<file path="config.mk">
export PLATFORM = sky130hd
export DESIGN_NAME = alu_sequencer
export DESIGN_NICKNAME = d
export VERILOG_FILES = /design/src/rtl/alu_sequencer_pkg.sv /design/src/rtl/alu_seq_regfile.sv /design/src/rtl/alu_sequencer.sv
export SDC_FILE = /design/constraint.sdc
export NUM_CORES = 1
export LEC_CHECK = 0
export ABC_AREA = 0
export CORE_MARGIN = 1
export CORE_UTILIZATION = 51
export CTS_CLUSTER_DIAMETER = 120
export CTS_CLUSTER_SIZE = 40
export DETAILED_ROUTE_END_ITERATION = 7
export GPL_ROUTABILITY_DRIVEN = 0
export PLACE_DENSITY = 0.75
export SLEW_MARGIN = 30
export SYNTH_ARGS = -nofsm -noshare
export SYNTH_HDL_FRONTEND = slang
export SYNTH_HIERARCHICAL = 1
export SYNTH_SLANG_ARGS = --single-unit
</file>
<file path="constraint.sdc">
create_clock -name clk -period 2.31 [get_ports clk]
set_input_delay 0.462 -clock clk [delete_from_list [all_inputs] [get_ports clk]]
set_output_delay 0.462 -clock clk [all_outputs]
set_load 0.02 [all_outputs]
</file>
<file path="src/rtl/alu_sequencer_pkg.sv">
// Shared definitions for the ALU sequencer: widths, opcode map and FSM state type.
// Opcode values 00000..01001 are legal; everything above LAST_LEGAL_OP is rejected.
package alu_sequencer_pkg;

    localparam int DATA_W_DEF = 19;
    localparam int OP_W       = 5;

    localparam logic [OP_W-1:0] OP_ADD = 5'b00000;
    localparam logic [OP_W-1:0] OP_SUB = 5'b00001;
    localparam logic [OP_W-1:0] OP_AND = 5'b00010;
    localparam logic [OP_W-1:0] OP_OR  = 5'b00011;
    localparam logic [OP_W-1:0] OP_XOR = 5'b00100;
    localparam logic [OP_W-1:0] OP_MUL = 5'b00101;
    localparam logic [OP_W-1:0] OP_DIV = 5'b00110;
    localparam logic [OP_W-1:0] OP_NOT = 5'b00111;
    localparam logic [OP_W-1:0] OP_INC = 5'b01000;
    localparam logic [OP_W-1:0] OP_DEC = 5'b01001;

    localparam logic [OP_W-1:0] LAST_LEGAL_OP = 5'b01001;

    typedef enum logic [1:0] {
        ST_IDLE  = 2'd0,
        ST_ISSUE = 2'd1,
        ST_RESP  = 2'd2
    } state_t;

    // Unary operations present a zero B operand to the ALU.
    function automatic logic is_unary(input logic [OP_W-1:0] op);
        return (op == OP_NOT) || (op == OP_INC) || (op == OP_DEC);
    endfunction

endpackage

</file>
<file path="src/rtl/alu_seq_regfile.sv">
// Register file for the ALU sequencer: two asynchronous read ports, one synchronous
// write port, register 0 hardwired to zero.
module alu_seq_regfile #(
    parameter int DATA_W = 19,
    parameter int NREG   = 8,
    parameter int IDX_W  = $clog2(NREG)
) (
    input  logic              clk,
    input  logic              rst_n,
    input  logic [IDX_W-1:0]  raddr_a,
    output logic [DATA_W-1:0] rdata_a,
    input  logic [IDX_W-1:0]  raddr_b,
    output logic [DATA_W-1:0] rdata_b,
    input  logic              we,
    input  logic [IDX_W-1:0]  waddr,
    input  logic [DATA_W-1:0] wdata
);

    logic [DATA_W-1:0] regs [NREG];

    always_ff @(posedge clk or negedge rst_n) begin
        if (!rst_n) begin
            for (int i = 0; i < NREG; i++) begin
                regs[i] <= '0;
            end
        end else if (we && (waddr != '0)) begin
            regs[waddr] <= wdata;
        end
    end

    assign rdata_a = (raddr_a == '0) ? '0 : regs[raddr_a];
    assign rdata_b = (raddr_b == '0) ? '0 : regs[raddr_b];

endmodule

</file>
<file path="src/rtl/alu_sequencer.sv">
// Sequences one command at a time through an external combinational ALU:
// accept (IDLE) -> drive ALU (ISSUE) -> hold response (RESP).
module alu_sequencer
    import alu_sequencer_pkg::*;
#(
    parameter int DATA_W = DATA_W_DEF,
    parameter int NREG   = 8
) (
    input  logic                      clk,
    input  logic                      rst_n,
    // Handshakes: a transfer happens on a rising edge where valid && ready;
    // valid never depends on ready, and the payload holds while valid && !ready.
    input  logic                      cmd_valid,
    output logic                      cmd_ready,
    input  logic [OP_W-1:0]           cmd_opcode,
    input  logic [$clog2(NREG)-1:0]   cmd_rd,
    input  logic [$clog2(NREG)-1:0]   cmd_rs1,
    input  logic [$clog2(NREG)-1:0]   cmd_rs2,
    input  logic                      cmd_imm_sel,
    input  logic [DATA_W-1:0]         cmd_imm,
    output logic [OP_W-1:0]           alu_opcode,
    output logic [DATA_W-1:0]         alu_operand_a,
    output logic [DATA_W-1:0]         alu_operand_b,
    input  logic [DATA_W-1:0]         alu_result,
    input  logic                      alu_zero_flag,
    input  logic                      alu_div_by_zero,
    output logic                      rsp_valid,
    input  logic                      rsp_ready,
    output logic [DATA_W-1:0]         rsp_data,
    output logic                      rsp_zero,
    output logic                      rsp_dbz,
    output logic                      rsp_illegal,
    output logic                      sticky_dbz,
    input  logic                      clr_sticky,
    output state_t                    dbg_state
);

    localparam int IDX_W = $clog2(NREG);

    state_t              state_q, state_d;
    logic [OP_W-1:0]     op_q;
    logic [IDX_W-1:0]    rd_q;
    logic                imm_sel_q;
    logic [DATA_W-1:0]   a_q, rs2_q, imm_q;
    logic [DATA_W-1:0]   rs1_data, rs2_data;
    logic                accept, issue, legal;

    assign accept    = cmd_valid && cmd_ready;
    assign issue     = (state_q == ST_ISSUE);
    assign legal     = (op_q <= LAST_LEGAL_OP);
    assign dbg_state = state_q;

    alu_seq_regfile #(
        .DATA_W (DATA_W),
        .NREG   (NREG),
        .IDX_W  (IDX_W)
    ) u_regfile (
        .clk     (clk),
        .rst_n   (rst_n),
        .raddr_a (cmd_rs1),
        .rdata_a (rs1_data),
        .raddr_b (cmd_rs2),
        .rdata_b (rs2_data),
        .we      (issue && legal),
        .waddr   (rd_q),
        .wdata   (alu_result)
    );

    always_ff @(posedge clk or negedge rst_n) begin
        if (!rst_n) begin
            state_q <= ST_IDLE;
        end else begin
            state_q <= state_d;
        end
    end

    always_comb begin
        state_d       = state_q;
        cmd_ready     = 1'b0;
        rsp_valid     = 1'b0;
        alu_opcode    = '0;
        alu_operand_a = '0;
        alu_operand_b = '0;
        case (state_q)
            ST_IDLE: begin
                cmd_ready = 1'b1;
                if (cmd_valid) state_d = ST_ISSUE;
            end
            ST_ISSUE: begin
                alu_opcode    = op_q;
                alu_operand_a = a_q;
                alu_operand_b = is_unary(op_q) ? '0 : (imm_sel_q ? imm_q : rs2_q);
                state_d       = ST_RESP;
            end
            ST_RESP: begin
                rsp_valid = 1'b1;
                if (rsp_ready) state_d = ST_IDLE;
            end
            default: state_d = ST_IDLE;
        endcase
    end

    // Operands are sampled at acceptance, so the previous writeback is already visible.
    always_ff @(posedge clk or negedge rst_n) begin
        if (!rst_n) begin
            op_q      <= '0;
            rd_q      <= '0;
            imm_sel_q <= 1'b0;
            a_q       <= '0;
            rs2_q     <= '0;
            imm_q     <= '0;
        end else if (accept) begin
            op_q      <= cmd_opcode;
            rd_q      <= cmd_rd;
            imm_sel_q <= cmd_imm_sel;
            a_q       <= rs1_data;
            rs2_q     <= rs2_data;
            imm_q     <= cmd_imm;
        end
    end

    always_ff @(posedge clk or negedge rst_n) begin
        if (!rst_n) begin
            rsp_data    <= '0;
            rsp_zero    <= 1'b0;
            rsp_dbz     <= 1'b0;
            rsp_illegal <= 1'b0;
        end else if (issue) begin
            rsp_data    <= legal ? alu_result : '0;
            rsp_zero    <= legal ? alu_zero_flag : 1'b1;
            rsp_dbz     <= legal && alu_div_by_zero;
            rsp_illegal <= !legal;
        end
    end

    // A new divide-by-zero outranks a clear in the same cycle.
    always_ff @(posedge clk or negedge rst_n) begin
        if (!rst_n) begin
            sticky_dbz <= 1'b0;
        end else if (issue && legal && alu_div_by_zero) begin
            sticky_dbz <= 1'b1;
        end else if (clr_sticky) begin
            sticky_dbz <= 1'b0;
        end
    end

endmodule

</file>
### Word-level counts from Yosys, hierarchy flattened

Cells that the tools add are included.

* bitwise operators: 3
* mux-type cells: 25
* magnitude comparators: 5
* reduce and logical (&&, ||, !) cells: 15
* equality and inequality tests: 7

Operators by type and width (number)
* $mux W19: 12
* $bwmux W152: 1
* $bmux W19 S3: 2
* $demux W19 S3: 1
* $ge A4 B4 Y1 const B: 3
* $not A3 Y4: 3
* $eq A5 B4 Y1 const B: 2
* $logic_and A1 B1 Y1: 6
* $logic_not A3 Y1: 2
* $pmux W2 S3: 1
* $eq A5 B3 Y1 const B: 1
* $le A5 B4 Y1 const B: 1
* $mux W1: 5
* $mux W5: 1
* $lt A4 B1 Y1 const B: 1
* $mux W2: 2
* $ne A2 B2 Y1 const B: 2
* $reduce_bool A3 Y1: 1
* $eq A2 B1 Y1 const B: 1
* $eq A2 B2 Y1 const B: 1
* $logic_not A2 Y1: 1
* $logic_or A1 B1 Y1: 2
* $reduce_and A2 Y1: 1
* $reduce_bool A2 Y1: 1
* $logic_not A1 Y1: 1

* register bits after elaboration: 243
* output and inout bits: 70
* bits of input ports: 60
* word-level logic and storage cells: 75

### Longest topological paths before layout

Gate-level depths: netlist of run 1.

* word-level depth: 6
* gate-level depth with buffers: 8
* mapped depth without buffers: 5

### Cells and area by module

Netlist of run 1, hierarchy kept.

By module, submodules not included
* alu_seq_regfile: instances 1, cells each 542, area an instance 7304.5 sq um, sequential area each 3328.2 sq um
* alu_sequencer: instances 1, cells each 321, area an instance 4345.4 sq um, sequential area each 2277.2 sq um

### Least setup slack after synthesis of run 1

OpenSTA, ideal clock, no wires.

* path kind: register to register
* start point: register state_q[0] (netlist: dbg_state[0])
* end point: register u_regfile/regs[103] in the netlist's numbering
* path slack: -0.277 ns
* data arrival time: 2.462 ns
* cell stages (with the launch flop): 9
* path buffers: 3
* cell sequence: dfrtp_1 -> or3b_1 -> buf_6 -> buf_6 -> nor2_1 -> nand2_2 -> nor3_4 -> buf_12 -> mux2_4

* cells in the longest elaborated chain, start to end: 3

Ends and longest elaborated chain
* start, declared: line alu_sequencer.sv:40 `state_t state_q, state_d;`
* start signal, assigned: line alu_sequencer.sv:73 `state_q <= state_d;`
* $eq A2 B1 Y1: line alu_sequencer.sv:49 `assign issue = (state_q == ST_ISSUE);`
* $logic_and A1 B1 Y1: line alu_sequencer.sv:64 `.we (issue && legal),`
* $logic_and A1 B1 Y1: line alu_seq_regfile.sv:26 `end else if (we && (waddr != '0)) begin`
* end signal, assigned by index: line alu_seq_regfile.sv:27 `regs[waddr] <= wdata;`
* end, declared: line alu_seq_regfile.sv:19 `logic [DATA_W-1:0] regs [NREG];`

Every way passes these cells.
A chain may end at the register's enable or synchronous reset.

### Worst setup path after layout of run 1

* start point: register op_q[4]
* end point: output port alu_operand_b[15]

* cells in the longest elaborated chain, start to end: 5
* elaborated cells between the ends (all ways): 7
* classes of those cells: eq/ne: 3; mux: 2; reduce/logical: 2

Ends and longest elaborated chain
* start, declared: line alu_sequencer.sv:41 `logic [OP_W-1:0] op_q;`
* start signal, assigned: line alu_sequencer.sv:113 `op_q <= cmd_opcode;`
* $eq A5 B3 Y1 / $eq A5 B4 Y1 (equally long branches): line alu_sequencer_pkg.sv:29 `return (op == OP_NOT) || (op == OP_INC) || (op == OP_DEC);`
* $logic_or A1 B1 Y1: line alu_sequencer_pkg.sv:29
* $logic_or A1 B1 Y1 (*): line alu_sequencer_pkg.sv:29
* $mux W19 (*): line alu_sequencer.sv:92 `alu_operand_b = is_unary(op_q) ? '0 : (imm_sel_q ? imm_q : rs2_q);`
* $mux W19 (*): line alu_sequencer.sv:84 `case (state_q)`
* end, declared: line alu_sequencer.sv:23 `output logic [DATA_W-1:0] alu_operand_b,`

Every way passes the cells marked *; elsewhere a longest branch is shown, timed or not.

==> impl_metrics.prom, run 1 <==
# TYPE chip_impl_metric gauge
chip_impl_info{name="outcome",value="finished, violations left"} 1
chip_impl_info{name="failed_checks",value="negative setup slack"} 1
chip_impl_metric{name="cts.clk_slew.worst_paths",unit="ns"} 0.15
chip_impl_info{name="worst_hold_path_type",value="input pin to asynchronous set/reset pin"} 1
chip_impl_metric{name="num-fill-cells",unit=""} 1710
chip_impl_metric{name="drt_first_pass_iters",unit=""} 5
chip_impl_metric{name="floorplan.die.width",unit="um"} 153
chip_impl_metric{name="drt-wirelength-per-cell",unit="um"} 22.6
chip_impl_info{name="synth.largest_area_cell",value="dfrtp_1"} 1
chip_impl_metric{name="setup-tns-final",unit="ns"} -0.564
chip_impl_metric{name="antenna_left",unit=""} 0
chip_impl_info{name="cts_tree",value="built"} 1
chip_impl_metric{name="timing.critical_path.arrival",unit="ns"} 1.93
chip_impl_info{name="path_class",value="flip-flop to output port"} 1
chip_impl_metric{name="layout_min_cycle_time",unit="ns"} 2.39
chip_impl_metric{name="place.detailed.hpwl",unit="mm"} 19.3
chip_impl_metric{name="critical_path_peak_fanout",unit=""} 5
chip_impl_metric{name="tightest_slew_margin_relative_to_the_limit",unit="%"} 66.3
chip_impl_metric{name="critPathBufInv",unit=""} 3
chip_impl_metric{name="die_area",unit="um2"} 23500
chip_impl_metric{name="drv_cap",unit=""} 0
chip_impl_metric{name="final_area",unit="um2"} 13900
chip_impl_metric{name="grt_antenna_before_repair",unit=""} 1
chip_impl_metric{name="yosysTopAreaCellShare",unit="%"} 48.1
chip_impl_metric{name="cts.sink_count",unit=""} 224
chip_impl_metric{name="routed_vias_inst",unit=""} 6.13
chip_impl_metric{name="post-route-period-util",unit="%"} 104
chip_impl_metric{name="power_leakage",unit="nW"} 6.07
chip_impl_info{name="critical_path.cell_chain",value="nor4b_4 > buf_6 > buf_8 > a2111oi_4 > buf_4"} 1
chip_impl_metric{name="vias",unit=""} 7946
chip_impl_metric{name="synth_fp_nets",unit=""} 923
chip_impl_metric{name="clock-skew-final",unit="ns"} 0.0208
chip_impl_metric{name="largest_buffer_count_on_any_clock_path",unit=""} 3
chip_impl_metric{name="worst_pin_slew",unit="ns"} 0.506
chip_impl_metric{name="largest_stage_delay_worst_path",unit="ns"} 0.49
chip_impl_metric{name="multiInputGateArea",unit="um2"} 5550
chip_impl_metric{name="power_per_cell_area",unit="nW/um2"} 1160
chip_impl_info{name="cts-root-buf",value="clkbuf_16"} 1
chip_impl_metric{name="total_detailed_routing_wirelength",unit="mm"} 29.2
chip_impl_info{name="post_synth_main_area_contributors",value="dfrtp_1, mux2_2, mux2i_1"} 1
chip_impl_metric{name="sequential_cell_area",unit="um2"} 5610
chip_impl_metric{name="drt_first_iter_violations",unit=""} 635
chip_impl_metric{name="asyncSetResetFlopFracSynth",unit="%"} 100
chip_impl_metric{name="ys_ff_latch",unit=""} 224
chip_impl_metric{name="overall_track_demand_over_capacity_in_global_routing",unit="%"} 24.9
chip_impl_info{name="critPathTopFamily",value="flip-flops"} 1
chip_impl_metric{name="synth.avg_cell_area",unit="um2"} 13.5
chip_impl_info{name="slowest_stage",value="dfrtp_2"} 1
chip_impl_info{name="worst_setup_path_start_kind",value="flip-flop"} 1
chip_impl_metric{name="overflow",unit=""} 0
chip_impl_metric{name="vdd_drop_max",unit="V"} 0.000586
chip_impl_metric{name="grt_start_max_net_pins",unit=""} 63
chip_impl_metric{name="synth_warnings",unit=""} 6
chip_impl_metric{name="diodes",unit=""} 0
chip_impl_metric{name="worstPathRequired",unit="ns"} 1.85
chip_impl_metric{name="first_pass_grt_wire_length",unit="mm"} 45.8
chip_impl_metric{name="finalSetupViolations",unit=""} 9
chip_impl_metric{name="synth-edff-count",unit=""} 0
chip_impl_metric{name="mappedNetlistArea",unit="um2"} 11600
chip_impl_metric{name="core-area",unit="um2"} 22100
chip_impl_metric{name="slew_viol_final",unit=""} 0
chip_impl_metric{name="design.final.nets",unit=""} 1076
chip_impl_metric{name="die_h",unit="um"} 153
chip_impl_metric{name="numPortBuffers",unit=""} 129
chip_impl_metric{name="first_global_vias",unit=""} 7814
chip_impl_metric{name="unique_masters_post_synth",unit=""} 41
chip_impl_metric{name="syn_inst",unit=""} 863
chip_impl_metric{name="hold-worst-slack",unit="ns"} 0.489
chip_impl_metric{name="std_cell_rows",unit=""} 54
chip_impl_metric{name="syn_to_final_growth",unit="%"} 19.7
chip_impl_metric{name="cts_htree_levels",unit=""} 1
chip_impl_metric{name="post_route_cells_drive_above_1_share",unit="%"} 39.1
chip_impl_metric{name="post-route-worst-setup-slack",unit="ns"} -0.0827
chip_impl_metric{name="start_util",unit="%"} 52.7
chip_impl_metric{name="placed_area",unit="um2"} 13600
chip_impl_metric{name="drt_drc_violations_left",unit=""} 0
chip_impl_info{name="yosys_most_used_dff",value="dfrtp_1"} 1
chip_impl_metric{name="clock.fmax",unit="MHz"} 418
chip_impl_metric{name="fin_hold_viols",unit=""} 0
chip_impl_info{name="cp-end-kind",value="output port"} 1
chip_impl_metric{name="seq_area_frac_synth",unit="%"} 48.1
chip_impl_metric{name="cts_buffer_count",unit=""} 9
chip_impl_info{name="setup_repair_after_global_routing_missed_its_margin",value="yes"} 1
chip_impl_metric{name="design.portCount",unit=""} 130
chip_impl_metric{name="insertion_delay",unit="ns"} 0.49
## layout make-up
type                    instances  area share [%]
clock buffers                  10            1.64
clock inverters                 1           0.117
inverters                      43            1.16
multi-input cells             519            39.8
flip-flops and latches        224            40.2
well taps                     280            2.51
repair buffers                219            14.6
## cell families after synthesis
family,count (synthesis),share of synthesized area [%]
flip-flops,224,48.1
multiplexers,313,30.4
buffers and inverters,120,5.42
AO/OA/AOI/OAI,140,11.9
AND/OR/NAND/NOR,66,4.12
## through the flow
step | util, % | instances | power [mW] | setup slack (ns)
2_1_floorplan | - | 863 | 11.5 | -0.103
3_3_place_gp | 61.4 | 1265 | 13.7 | -0.396
3_5_place_dp | 61.5 | 1267 | 14.0 | -0.0978
4_1_cts | 62.7 | 1288 | 16.0 | -0.0686
5_1_grt | 63.1 | 1296 | 17.1 | -0.155
6_report | 63.1 | 1296 | 16.1 | -0.0827
## registers in the layout (all words and copies together), names as in the netlist
name            flops
rsp_data           19
rsp_dbz             1
a_q                19
rs2_q              19
imm_q              19
op_q                5
imm_sel_q           1
rsp_zero            1
u_regfile/regs    133
sticky_dbz          1
rd_q                3
dbg_state           2
rsp_illegal         1
## worst paths after layout
| path | slack [ns] | to | cells after the start | startpoint |
|---|---|---|---|---|
| setup / recovery | -0.08 | alu_operand_b[15] | 5 | op_q[4]$_DFFE_PN0P_ |
| hold / removal | 0.49 | u_regfile/regs[33]$_DFFE_PN0P_ | 2 | rst_n |
| setup reg to reg | 0.07 | u_regfile/regs[105]$_DFFE_PN0P_ | 7 | dbg_state[1]$_DFFE_PN0P_ |
| hold reg to reg | 0.50 | rs2_q[1]$_DFFE_PN0P_ | 1 | rs2_q[1]$_DFFE_PN0P_ |
| max in group asynchronous | 1.09 | a_q[6]$_DFFE_PN0P_ | 3 | rst_n |
| min in group clk | 0.50 | rs2_q[1]$_DFFE_PN0P_ | 1 | rs2_q[1]$_DFFE_PN0P_ |
## cells in the mapped netlist, types with 7 or more instances
cell type and n:
buf_2 30, a221oi_1 55, clkbuf_1 19, o32ai_2 18, inv_1 43, a211oi_1 19, mux2i_1 76, buf_6 7
mux2_2 173, dfrtp_1 224, nor2b_1 23, mux2_4 30, a311oi_1 19, buf_4 15, mux2_1 34, a2111oi_2 10
a2111oi_0 9, and2_1 25
## cell usage in the layout (no fill, tap or decap), types with 2 or more instances in the layout
master / count
dfrtp_1: 221
mux2_2: 173
clkdlybuf4s50_1: 81
mux2i_1: 76
buf_4: 72
a221oi_1: 55
inv_1: 43
mux2_1: 34
mux2_4: 30
and2_1: 25
nor2b_1: 22
buf_2: 21
a211oi_1: 19
a311oi_1: 19
o32ai_2: 18
clkbuf_2: 17
buf_12: 16
a2111oi_2: 15
clkbuf_16: 11
buf_6: 5
a2111oi_4: 3
o32ai_1: 3
dfrtp_2: 3
nand4b_1: 3
nand2b_1: 2
buf_8: 2
and4bb_1: 2
## power by group
part | internal [mW] | total (mW) | switching, mW
Sequential | 5.75 | 7.11 | 1.36
Combinational | 3.86 | 7.07 | 3.21
Clock | 0.738 | 1.95 | 1.21
## repair_timing
item | 4_1_cts | 5_1_grt
endpoints found under the setup margin | 44 | 58
endpoints found under the hold margin | 58 | 0
gates resized for setup | 159 | 48
pin swaps | 2 | 1
hold buffers | 1 | 0
setup buffers | 9 | 6
cloned | 0 | 2
## per-layer routing
layer / vias up / share of wire, % / global-route usage [%] / routed length (um)
met5: - / 0 / 0 / 0
met1: 4092 / 48 / 38.1 / 14100
met2: 265 / 44 / 37.6 / 12800
met3: 33 / 5.6 / 3.12 / 1630
met4: 0 / 2.1 / 5.44 / 617
li1: 3556 / - / - / -
(Power assumes the default switching activity.)
==> run 2, diff against run 1 <==
Settings changed: CORE_UTILIZATION 51 to 60, PLACE_DENSITY 0.75 to 0.83.
Clock period 2.31 ns to 2.8 ns, I/O delays scaled along.
==> impl_metrics.prom, run 2 (synthesis gave the netlist of run 1 again) <==
# TYPE chip_impl_metric gauge
chip_impl_info{name="outcome",value="finished clean"} 1
chip_impl_metric{name="power.combinational.fraction",unit="%"} 42.4
chip_impl_metric{name="critical_path_peak_fanout",unit=""} 14
chip_impl_metric{name="vias",unit=""} 7968
chip_impl_metric{name="start_util",unit="%"} 61.7
chip_impl_info{name="mostFrequentLayoutCell",value="dfrtp_1"} 1
chip_impl_metric{name="power_switching_share",unit="%"} 35.5
chip_impl_metric{name="vdd_drop_max",unit="V"} 0.000498
chip_impl_metric{name="first_global_vias",unit=""} 8030
chip_impl_metric{name="clock.fmax",unit="MHz"} 368
chip_impl_metric{name="fin_hold_viols",unit=""} 0
chip_impl_metric{name="overall_track_demand_over_capacity_in_global_routing",unit="%"} 28.9
chip_impl_metric{name="slew_viol_final",unit=""} 0
chip_impl_metric{name="largest_stage_delay_worst_path",unit="ns"} 0.62
chip_impl_info{name="setup_repair_after_global_routing_missed_its_margin",value="no"} 1
chip_impl_metric{name="multiInputGateArea",unit="um2"} 5440
chip_impl_metric{name="share_of_the_core_filled_with_cells_in_the_final_layout",unit="%"} 72.3
chip_impl_metric{name="std_cell_rows",unit=""} 50
chip_impl_metric{name="routed_vias_inst",unit=""} 6.38
chip_impl_metric{name="power_per_cell_area",unit="nW/um2"} 947
chip_impl_metric{name="r2r_slack",unit="ns"} 0.52
chip_impl_metric{name="overflow",unit=""} 0
chip_impl_metric{name="worst_r2r_path_depth",unit=""} 8
chip_impl_metric{name="core-area",unit="um2"} 18900
chip_impl_metric{name="cts.clk_slew.worst_paths",unit="ns"} 0.14
chip_impl_info{name="top_register",value="u_regfile/regs"} 1
chip_impl_info{name="critical_path.cell_chain",value="buf_4 > nor2b_4 > buf_4 > and2_1 > clkdlybuf4s50_1"} 1
chip_impl_metric{name="total_detailed_routing_wirelength",unit="mm"} 28.3
chip_impl_metric{name="seq_power_share",unit="%"} 45.4
chip_impl_metric{name="design.portCount",unit=""} 130
chip_impl_info{name="cp-end-kind",value="output port"} 1
chip_impl_metric{name="drt-wirelength-per-cell",unit="um"} 22.6
chip_impl_metric{name="worst_pin_slew",unit="ns"} 0.634
chip_impl_metric{name="diodes",unit=""} 0
chip_impl_metric{name="design_power_total",unit="mW"} 12.9
chip_impl_info{name="path_class",value="flip-flop to output port"} 1
chip_impl_info{name="r2r_start",value="dbg_state[1]$_DFFE_PN0P_"} 1
chip_impl_metric{name="clkPwrFrac",unit="%"} 12.3
chip_impl_metric{name="num-fill-cells",unit=""} 1292
chip_impl_metric{name="cts.sink_count",unit=""} 224
chip_impl_metric{name="switchingPower",unit="mW"} 4.59
chip_impl_metric{name="layout_min_cycle_time",unit="ns"} 2.72
chip_impl_metric{name="post_route_cells_drive_above_1_share",unit="%"} 31.9
chip_impl_metric{name="drt_first_iter_violations",unit=""} 491
chip_impl_metric{name="sequential_cell_area",unit="um2"} 5610
chip_impl_info{name="cts_tree",value="built"} 1
chip_impl_info{name="reg2reg_to",value="u_regfile/regs[101]$_DFFE_PN0P_"} 1
chip_impl_metric{name="clock-skew-final",unit="ns"} 0.0166
chip_impl_metric{name="drt_drc_violations_left",unit=""} 0
chip_impl_metric{name="tightest_slew_margin_relative_to_the_limit",unit="%"} 57.8
chip_impl_metric{name="max_ffs_per_register",unit=""} 133
chip_impl_metric{name="cts_buffer_count",unit=""} 9
chip_impl_metric{name="drt_first_pass_iters",unit=""} 5
chip_impl_metric{name="grt_start_max_net_pins",unit=""} 81
chip_impl_metric{name="cts_htree_levels",unit=""} 1
chip_impl_metric{name="first_pass_grt_wire_length",unit="mm"} 44.8
chip_impl_metric{name="timing.critical_path.arrival",unit="ns"} 2.16
chip_impl_metric{name="insertion_delay",unit="ns"} 0.48
chip_impl_metric{name="syn_to_final_growth",unit="%"} 17.2
chip_impl_info{name="cts-root-buf",value="clkbuf_16"} 1
chip_impl_metric{name="place.detailed.hpwl",unit="mm"} 19.2
chip_impl_metric{name="floorplan.die.width",unit="um"} 141
chip_impl_metric{name="power_leakage",unit="nW"} 5.96
chip_impl_metric{name="setup-tns-final",unit="ns"} 0
chip_impl_metric{name="design.final.nets",unit=""} 1050
chip_impl_metric{name="numPortBuffers",unit=""} 129
chip_impl_info{name="slowest_stage",value="clkdlybuf4s50_1"} 1
chip_impl_metric{name="post-route-period-util",unit="%"} 97.1
chip_impl_metric{name="final_area",unit="um2"} 13700
chip_impl_metric{name="die_h",unit="um"} 141
chip_impl_metric{name="placed_area",unit="um2"} 13400
chip_impl_metric{name="antenna_left",unit=""} 0
chip_impl_info{name="layout_common_cells",value="dfrtp_1, mux2_2, clkdlybuf4s50_1"} 1
chip_impl_info{name="worst_hold_path_type",value="input pin to asynchronous set/reset pin"} 1
chip_impl_metric{name="finalSetupViolations",unit=""} 0
chip_impl_metric{name="die_area",unit="um2"} 20000
chip_impl_metric{name="largest_buffer_count_on_any_clock_path",unit=""} 3
chip_impl_info{name="cpMostUsedCell",value="buf_4"} 1
chip_impl_info{name="worst_setup_path_start_kind",value="flip-flop"} 1
chip_impl_metric{name="drv_cap",unit=""} 0
chip_impl_metric{name="grt_antenna_before_repair",unit=""} 1
chip_impl_metric{name="internal_power",unit="mW"} 8.33
chip_impl_metric{name="worstPathRequired",unit="ns"} 2.24
## run 2: cell types whose count changed in the layout (fill, tap and decap cells not counted), sizes merged
cell	delta
dlygate4sd2	+18
dlygate4sd3	-1
dlymetal6s2s	+3
buf	-49
clkdlybuf4s50	+22
clkbuf	-20
## run 2: power groups by stage
stage,registers (mW),logic [mW],clock network [mW]
2_1_floorplan,5.71,3.80,0
3_3_place_gp,5.79,5.35,0
3_5_place_dp,5.89,5.53,0
4_1_cts,5.83,5.49,1.62
5_1_grt,6.05,5.88,1.72
6_report,5.86,5.48,1.58
## run 2: worst max-delay path: cells and delay by family (launching register included)
kind                   cells  cell delay, ns
flip-flops                 1            0.39
buffers and inverters      3            0.99
AND/OR/NAND/NOR            2            0.30
## run 2: repair_timing
item | in CTS | in global routing
hold buffers | 0 | 0
resized for setup | 19 | 5
pin swaps | 2 | 0
setup endpoints to repair | 19 | 5
gates cloned | 0 | 0
setup buffers | 2 | 0
## run 2: stage by stage
| step | setup WS [ns] | hold slack [ns] | std cells |
|---|---|---|---|
| finish | 0.0804 | 0.0304 | 1249 |
| global route | 0.000401 | 0.0677 | 1249 |
| CTS | 0.0690 | 0.0574 | 1249 |
| detailed placement | 0.241 | 0.475 | 1237 |
| global placement | 0.00608 | 0.467 | 1235 |
| floorplan | 0.213 | 0.264 | 863 |
## run 2: routing by layer
metal | up-vias | part of all wire [%] | track usage, %
li1 | 3494 | - | -
met1 | 4061 | 46 | 43.2
met2 | 359 | 44 | 44.2
met3 | 52 | 8.1 | 5.10
met4 | 2 | 1.8 | 6.64
met5 | - | 0.046 | 0
## run 2: area by class of cell
class / instances / share of cell area [%]
clock inverters: 1 / 0.119
inverters: 43 / 1.18
well taps: 260 / 2.38
repair buffers: 193 / 13.8
flip-flops and latches: 224 / 41.1
clock buffers: 9 / 1.65
multi-input cells: 519 / 39.9
## run 2: worst max path at each step
stage,from,endpoint,depth (start not counted)
6_report,dbg_state[0]$_DFFE_PN0P_,alu_operand_a[16],5
5_1_grt,dbg_state[0]$_DFFE_PN0P_,alu_operand_a[18],5
4_1_cts,dbg_state[0]$_DFFE_PN0P_,alu_operand_a[8],5
3_5_place_dp,op_q[2]$_DFFE_PN0P_,alu_operand_b[18],4
3_3_place_gp,op_q[4]$_DFFE_PN0P_,alu_operand_b[14],3
2_1_floorplan,dbg_state[0]$_DFFE_PN0P_,u_regfile/regs[103]$_DFFE_PN0P_,8
==> run 3, diff against run 2 <==
Settings changed: CAP_MARGIN from default to 15.
==> results of run 3 <==
The final DEF is identical to that of run 2; final timing and power are the same.
==> patch, RTL diff (config.mk and constraints of run 3) <==
Reset style: synchronous (`rst_n`), changed in 5 clocked blocks. Comments in the files are not updated.
--- a/src/rtl/alu_seq_regfile.sv
+++ b/src/rtl/alu_seq_regfile.sv
@@ -20,3 +20,3 @@
 
-    always_ff @(posedge clk or negedge rst_n) begin
+    always_ff @(posedge clk) begin
         if (!rst_n) begin
--- a/src/rtl/alu_sequencer.sv
+++ b/src/rtl/alu_sequencer.sv
@@ -68,3 +68,3 @@
 
-    always_ff @(posedge clk or negedge rst_n) begin
+    always_ff @(posedge clk) begin
         if (!rst_n) begin
@@ -103,3 +103,3 @@
     // Operands are sampled at acceptance, so the previous writeback is already visible.
-    always_ff @(posedge clk or negedge rst_n) begin
+    always_ff @(posedge clk) begin
         if (!rst_n) begin
@@ -121,3 +121,3 @@
 
-    always_ff @(posedge clk or negedge rst_n) begin
+    always_ff @(posedge clk) begin
         if (!rst_n) begin
@@ -136,3 +136,3 @@
     // A new divide-by-zero outranks a clear in the same cycle.
-    always_ff @(posedge clk or negedge rst_n) begin
+    always_ff @(posedge clk) begin
         if (!rst_n) begin
Formal check against the unedited RTL: differs if rst_n is asserted again (counterexample within 4 cycles, from zero or initial values and one cycle with rst_n low); with rst_n held inactive, the same outputs for 4 cycles.
==> patch against run 3 <==
The flow now finishes with violations (DRC); worst setup slack better by 28 ps; area after synthesis down 4.6%; sequential cell count unchanged; sequential share of layout area up 4.3 points; maximum frequency up 1.0%; cell area down 6.1%; wire length down 0.82%; largest cell class unchanged.
Power is not compared: it rests on default switching activity, and its combinational part moved more than twofold at a synthesized area within 25%.
==> patch: results (changes against run 3) <==
metric	value	unit	change
yosysSeqAreaShare	52.3	%	+4.2 points
via_per_inst	6.14		-3.8%
drtPass1Iterations	7		+2
use_met1	42.9	%	-0.29 points
cp-endpoint	alu_operand_a[5]		
met1_length	12500	um	-4.2%
place_area	12500	um2	-6.5%
min_path_type	in -> reg		
fmax	371	MHz	+1.0%
synth_mux_area_share	8.98	%	-21 points
ys_top_cells_by_area	edfxtp_1, dfxtp_1, and2_1, nand2_1, mux2i_1		
grt_pass1_wl	44300	um	-1.1%
r2r_cells	7		-1
drc	30		+30
wl_met2	12400	um	about the same
final_nets	1189		+13%
pre_cts_ws	211	ps	-29.9 ps
use_met2	46.3	%	+2.1 points
violations	DRC		
grt_antenna_before_repair	0		-1
syn_area_per_cell	10.7	um2	-20%
status	finished with violations		
top_layer	met4		
drive_gt1_share	9.73	%	-22 points
drt_wl_total	28000	um	-0.82%
worstMarginPinSlew	981	ps	+348 ps
fin_skew	25.5	ps	+8.83 ps
place_inst	1344		+8.6%
synth_compound_area_share	14.9	%	+2.9 points
route.met3.wl	2610	um	+13%
synth_edf_count	133		+133
hpwl	18000	um	-6.3%
grt_pass1_vias	7984		-0.57%
worstPathMaxFanout	20		+6
grtUsageMet3	4.33	%	-0.77 points
ys.flop_type	edfxtp_1		
grt_util_all_layers	29.5	%	+0.52 points
cp.arrival	2130	ps	-30 ps
n_fill_cell	1354		+4.8%
drtIter0Drc	820		+67%
final-seq-area	5820	um2	+3.8%
synthTopCellsByCount	nand2_1, and2_1, edfxtp_1, dfxtp_1, mux2i_1		
grt_max_degree	116		+43%
r2r-start	dbg_state[1]		
patch: changes by cell type in the layout (fill, tap and decap cells not counted), moves of 89 or more:
cell,change
and2_1,+132
dfrtp_1,-224
dfxtp_1,+89
edfxtp_1,+133
mux2_2,-135
nand2_1,+172
patch: area by class of cell:
type / count / area share, %
flip-flops and latches: 224 / 45.4
multi-input cells: 725 / 38.1
repair buffers: 168 / 12.3
well taps: 229 / 2.23
clock buffers: 12 / 1.84
clock inverters: 1 / 0.127
inverters: 1 / 0.0293
patch: power by group:
part	total (mW)	internal, mW	switching (mW)
sequential	3.73	3.63	0.0923
combinational	0.913	0.383	0.530
clock	1.58	0.619	0.961
patch: critical path: cells and delay by family, from the launching register on:
family	cells	cell delay [ps]
simple gates	2	470
flops	1	400
buf+inv	2	780
patch: what timing repair did:
action                                 CTS  global route
setup endpoints to repair               38             0
gates resized for setup                 29             0
buffers inserted                         2             0
endpoints found under the hold margin    0             0
